### src/rtl/transport_pkg.sv
// Shared transport-layer constants and the packet FSM state type, used by both the
// sender and the far-end receiver so the byte format stays in one place.
package transport_pkg;

    localparam logic [7:0] HDR_CONTROL  = 8'h40;
    localparam logic [7:0] HDR_AUDIO    = 8'h80;

    localparam logic [1:0] KIND_NONE    = 2'b00;
    localparam logic [1:0] KIND_CONTROL = 2'b01;
    localparam logic [1:0] KIND_AUDIO   = 2'b10;
    localparam logic [1:0] KIND_ILLEGAL = 2'b11;

    typedef enum logic [1:0] {
        S_IDLE  = 2'd0,
        S_HDR   = 2'd1,
        S_BODY  = 2'd2,
        S_TRAIL = 2'd3
    } tx_state_t;

endpackage

### src/rtl/tx_sample_buffer.sv
// Audio sample store for one packet: fills in arrival order, then is read back one
// packet byte at a time (byte 1 = MSB of sample 0, byte 2 = its LSB, and so on).
module tx_sample_buffer
    import transport_pkg::*;
#(
    parameter int SAMPLES = 7,
    parameter int IDX_W   = 4,
    parameter int CNT_W   = 3
) (
    input  logic             clk,
    input  logic             reset,
    input  logic             i_clear,
    input  logic             i_wr,
    input  logic [15:0]      i_data,
    input  logic [IDX_W-1:0] i_rd_idx,
    output logic [CNT_W-1:0] o_count,
    output logic             o_full,
    output logic [7:0]       o_rd_byte
);

    logic [15:0]      r_mem [SAMPLES];
    logic [CNT_W-1:0] r_count;
    logic [IDX_W-1:0] w_sel;
    logic [7:0]       w_rd_byte;

    assign o_full  = (r_count == CNT_W'(SAMPLES));
    assign o_count = r_count;

    always_ff @(posedge clk) begin
        if (reset || i_clear) begin
            r_count <= '0;
        end else if (i_wr && !o_full) begin
            r_count <= r_count + CNT_W'(1);
        end
    end

    always_ff @(posedge clk) begin
        for (int i = 0; i < SAMPLES; i++) begin
            if (i_wr && !o_full && r_count == CNT_W'(i)) begin
                r_mem[i] <= i_data;
            end
        end
    end

    // Byte 0 is the header and bytes past the last sample read as zero.
    always_comb begin
        w_rd_byte = 8'h00;
        w_sel     = (i_rd_idx - IDX_W'(1)) >> 1;
        for (int i = 0; i < SAMPLES; i++) begin
            if (i_rd_idx != '0 && w_sel == IDX_W'(i)) begin
                w_rd_byte = i_rd_idx[0] ? r_mem[i][15:8] : r_mem[i][7:0];
            end
        end
    end

    assign o_rd_byte = w_rd_byte;

endmodule

### src/rtl/transport_send.sv
// Transport transmitter: frames session control words and audio samples into fixed-size
// packets written byte-serially to the network FIFO. TX_CHECKSUM_EN selects an XOR trailer.
module transport_send
    import transport_pkg::*;
#(
    parameter int PACKET_SIZE = 16
) (
    input  logic        clk,
    input  logic        reset,
    input  logic [1:0]  session_send,
    input  logic [15:0] session_data,
    output logic        session_busy,
    input  logic        net_full,
    output logic        net_wr,
    output logic [7:0]  net_byte,
    output logic        tx_active,
    output tx_state_t   o_dbg_state
);

    localparam int SAMPLES = (PACKET_SIZE - 1) / 2;
    localparam int IDX_W   = $clog2(PACKET_SIZE);
    localparam int CNT_W   = $clog2(SAMPLES + 1);
    localparam logic [IDX_W-1:0] LAST_BODY = IDX_W'(PACKET_SIZE - 2);

    tx_state_t        r_state, w_next_state;
    logic [IDX_W-1:0] r_idx;
    logic [15:0]      r_ctrl_reg;
    logic             r_ctrl_pending;
    logic             r_pkt_ctrl;

    logic [CNT_W-1:0] w_count;
    logic             w_buf_full;
    logic [7:0]       w_buf_byte;
    logic             w_active, w_busy, w_net_wr, w_pkt_done;
    logic             w_accept, w_acc_ctrl, w_acc_audio;
    logic             w_ctrl_ready, w_audio_ready;
    logic [7:0]       w_byte, w_trailer;

    // Handshake: a word is taken on any edge where session_send is non-zero and
    // session_busy is low; busy depends on registered state only, so the session can
    // sample it at any point in the cycle. Words offered while busy are discarded.
    assign w_active    = (r_state != S_IDLE);
    assign w_busy      = w_active | r_ctrl_pending | w_buf_full;
    assign w_accept    = (session_send != KIND_NONE) && !w_busy;
    assign w_acc_ctrl  = w_accept && (session_send == KIND_CONTROL);
    assign w_acc_audio = w_accept && (session_send == KIND_AUDIO);

    // Include this cycle's word so the header follows acceptance by one cycle.
    assign w_ctrl_ready  = r_ctrl_pending | w_acc_ctrl;
    assign w_audio_ready = w_buf_full | (w_acc_audio && w_count == CNT_W'(SAMPLES - 1));

    assign w_net_wr   = w_active & ~net_full;
    assign w_pkt_done = (r_state == S_TRAIL) & w_net_wr;

    tx_sample_buffer #(
        .SAMPLES (SAMPLES),
        .IDX_W   (IDX_W),
        .CNT_W   (CNT_W)
    ) u_buf (
        .clk       (clk),
        .reset     (reset),
        .i_clear   (w_pkt_done & ~r_pkt_ctrl),
        .i_wr      (w_acc_audio),
        .i_data    (session_data),
        .i_rd_idx  (r_idx),
        .o_count   (w_count),
        .o_full    (w_buf_full),
        .o_rd_byte (w_buf_byte)
    );

    always_ff @(posedge clk) begin
        if (reset) begin
            r_state <= S_IDLE;
        end else begin
            r_state <= w_next_state;
        end
    end

    always_comb begin
        w_next_state = r_state;
        case (r_state)
            S_IDLE:  if (w_ctrl_ready || w_audio_ready) w_next_state = S_HDR;
            S_HDR:   if (w_net_wr) w_next_state = S_BODY;
            S_BODY:  if (w_net_wr && r_idx == LAST_BODY) w_next_state = S_TRAIL;
            S_TRAIL: if (w_net_wr) w_next_state = S_IDLE;
            default: w_next_state = S_IDLE;
        endcase
    end

    always_ff @(posedge clk) begin
        if (reset) begin
            r_idx          <= '0;
            r_ctrl_reg     <= 16'h0000;
            r_ctrl_pending <= 1'b0;
            r_pkt_ctrl     <= 1'b0;
        end else begin
            if (w_net_wr) begin
                r_idx <= (r_state == S_TRAIL) ? '0 : r_idx + IDX_W'(1);
            end
            if (w_acc_ctrl) begin
                r_ctrl_reg     <= session_data;
                r_ctrl_pending <= 1'b1;
            end else if (w_pkt_done && r_pkt_ctrl) begin
                r_ctrl_pending <= 1'b0;
            end
            // Control wins over a full audio buffer; the buffer waits for the next slot.
            if (r_state == S_IDLE && w_next_state == S_HDR) begin
                r_pkt_ctrl <= w_ctrl_ready;
            end
        end
    end

`ifdef TX_CHECKSUM_EN
    logic [7:0] r_csum;

    always_ff @(posedge clk) begin
        if (reset) begin
            r_csum <= 8'h00;
        end else if (w_net_wr) begin
            r_csum <= (r_state == S_TRAIL) ? 8'h00 : (r_csum ^ w_byte);
        end
    end

    assign w_trailer = r_csum;
`else
    assign w_trailer = 8'h00;
`endif

    // Depends only on registered state, so the byte holds steady through a stall.
    always_comb begin
        w_byte = 8'h00;
        case (r_state)
            S_HDR:   w_byte = r_pkt_ctrl ? HDR_CONTROL : HDR_AUDIO;
            S_BODY: begin
                if (!r_pkt_ctrl)                 w_byte = w_buf_byte;
                else if (r_idx == IDX_W'(1))     w_byte = r_ctrl_reg[15:8];
                else if (r_idx == IDX_W'(2))     w_byte = r_ctrl_reg[7:0];
            end
            S_TRAIL: w_byte = w_trailer;
            default: w_byte = 8'h00;
        endcase
    end

    assign session_busy = w_busy;
    assign net_wr       = w_net_wr;
    assign net_byte     = w_byte;
    assign tx_active    = w_active;
    assign o_dbg_state  = r_state;

endmodule

### config.mk
export PLATFORM = sky130hd
export DESIGN_NAME = transport_send
export DESIGN_NICKNAME = d
export VERILOG_FILES = /design/src/rtl/transport_pkg.sv /design/src/rtl/tx_sample_buffer.sv /design/src/rtl/transport_send.sv
export SDC_FILE = /design/constraint.sdc
export NUM_CORES = 1
export LEC_CHECK = 0
export CORE_MARGIN = 3
export CORE_UTILIZATION = 45
export DETAILED_ROUTE_END_ITERATION = 7
export PLACE_DENSITY = 0.74
export SLEW_MARGIN = 15
export SYNTH_ARGS = -nofsm -noshare
export SYNTH_HDL_FRONTEND = slang
export SYNTH_SLANG_ARGS = --single-unit
### constraint.sdc
create_clock -name clk -period 5.6 [get_ports clk]
set_input_delay 1.12 -clock clk [delete_from_list [all_inputs] [get_ports clk]]
set_output_delay 1.12 -clock clk [all_outputs]
set_load 0.1 [all_outputs]
==> results.ini <==
[run_status]
status=completed

[cts]
clkTransAtPathRegs_ns=0.06
cts-resized-gates=0
cts_buffers=17
clockBufferDepth=2
clock_sinks=139
cts_tree=yes
holdBufCountCts=0
htree_levels=4
root_buffer=clkbuf_16
post_cts_buffers=0
clk_latency_ns=0.42

[worst_setup_path]
critical_path.max_fanout=20
setup.worst_path.end_class=output pin
critPathLaunchType=register
reg2regPathDepth=5
worstPathArrival_ns=3.26
crit_type=reg2out
worstPathRequired_ns=4.48

[yosys]
yosysMostFrequentCell=edfxtp_1
ys_seq_elements=139
synthFlopType=edfxtp_1
yosysSeqAreaShare_pct=65.8
netlist_instances=415
syn_area_per_cell_sq_um=14.3
synth_area_sq_um=5940
synth_top_area_share_pct=56.7
yosysTopAreaCell=edfxtp_1
async_flop_share_pct=0
synth_area_leaders=edfxtp_1 57%, dfxtp_1 9.1%, mux4_2 7.2%
yosys_warnings=0
yosys-top-cells-count=112 x edfxtp_1, 46 x nand2_1, 35 x a21oi_1
synth_cell_types=51
syn-num-nets=450
synth_edf_count=112

[timing]
slew_violations=0
clock_skew_ns=0.00662
finalHoldViolCount=0
period_needed_ns=4.38
fin_setup_tns_ns=0
maxSlewHeadroom_pct=31.0
timing.final.crit_share_pct=78.3
worst_pin_slew_ns=1.03
max_clock_freq_mhz=228
rsz0062_at_grt=false
whs_ns=0.454
setup_violations=0

[floorplan]
core_sq_um=12800
die_w_um=121
ios=34
rows=41
die-area_sq_um=14600
die-height_um=121
initial_core_util_pct=46.5

[routing]
first_iter_violations=243
num_vias=3549
drcViolationCount=0
drtPass1Iterations=5
ant_nets=0
routed_wl_um=12600
via_per_inst=5.61
avgRoutedWirePerCell_um=19.9

[run]
maxCapViolCount=0

[final_layout]
finalNetCount=483
diodes=0
fillers=1027
stdcell_area_sq_um=7040
syn_to_final_growth_pct=18.6
largest_reg_flops=112
drive_gt1_share_pct=18.9

[min_path]
hp-class=reg2reg
holdPathStages=2

[power_and_ir_drop]
leakagePower_nw=2.28
powerDensity_nw_per_um2=441
ir_drop_uv=179

[global_route]
grt_start_max_net_pins=30
grt_overflow_total=0
grt_usage_pct=18.4
grt_pass1_vias=3642
grt_pass1_wl_um=19900
antenna_found_initial=0

[placed_design]
gp_congestion=0.814
hpwlAfterDp_um=7830
post_dp_cell_area_sq_um=6380
io_buffers=33

-- cells in the final DEF, fill, tap and decap left out, drive strengths merged, types with 3 or more instances in the layout --
master / instances
edfxtp: 112
nand2: 46
a21oi: 35
dfxtp: 27
clkdlybuf4s50: 24
mux4: 19
clkbuf: 18
mux2: 16
ha: 14
nor2: 13
nand3: 13
buf: 12
inv: 11
a31oi: 11
a22oi: 10
and3: 10
o31ai: 6
bufinv: 6
o21ai: 6
clkinv: 5
or2: 3
nand2b: 3
a211oi: 3
clkinvlp: 3
-- cells by family after synthesis --
kind of cell | synth area share [%]
buffers and inverters | 2.36
flip-flops | 65.8
multiplexers | 10.6
AO/OA/AOI/OAI | 8.98
adder cells (fa/ha/maj) | 2.95
AND/OR/NAND/NOR | 9.21
XOR/XNOR | 0.148
-- power breakdown --
| group | switching [mW] | internal (mW) |
|---|---|---|
| Sequential | 0.0553 | 1.17 |
| Combinational | 0.405 | 0.232 |
| Clock | 0.411 | 0.828 |
| Total | 0.870 | 2.23 |
-- layout make-up --
cell class | count | area (sq um) | share of cell area [%]
sequential | 139 | 3910 | 55.5
multi-input combinational | 243 | 1890 | 26.9
clock buffer | 18 | 429 | 6.10
tap | 172 | 215 | 3.06
timing repair buffer | 36 | 330 | 4.69
inverter | 11 | 41.3 | 0.587
clock inverter | 14 | 225 | 3.20
-- worst paths after layout --
path	end	slack, ns	from
setup reg to reg	u_buf.r_mem[2][12]	2.23	u_buf.o_count[0]
hold reg to reg	r_ctrl_reg[0]	0.45	r_ctrl_reg[0]
hold / removal	r_ctrl_reg[0]	0.45	r_ctrl_reg[0]
setup / recovery	net_byte[0]	1.22	r_idx[0]
-- metal layers --
layer	GRT usage (%)	routed length [um]	share of wire, %	vias up
met3	5.17	1010	8.0	27
li1	-	-	-	1658
met5	0	0	0	-
met2	27.9	5900	47	160
met4	9.28	422	3.4	0
met1	24.3	5250	42	1704
-- per-stage QoR --
| step | cells | utilization (%) | power, mW | worst slack (ns) |
|---|---|---|---|---|
| after CTS | 633 | 55.1 | 3.11 | 1.17 |
| after global routing | 633 | 55.1 | 3.21 | 1.01 |
| after global placement | 601 | 50.0 | 1.87 | 1.68 |
| final | 633 | 55.1 | 3.10 | 1.22 |
| after floorplan | 415 | - | 1.72 | 0.613 |
| after detailed placement | 601 | 50.0 | 1.88 | 1.62 |
-- critical path: stages, from the launching register on --
cell and delay, ns:
dfxtp_2 0.62, inv_1 0.13, ha_1 0.58, buf_4 0.39, mux4_2 0.26, nand3_1 0.08, and3_1 0.21, a31oi_1 0.22
buf_4 0.33
Power figures use the tool's default switching activity.
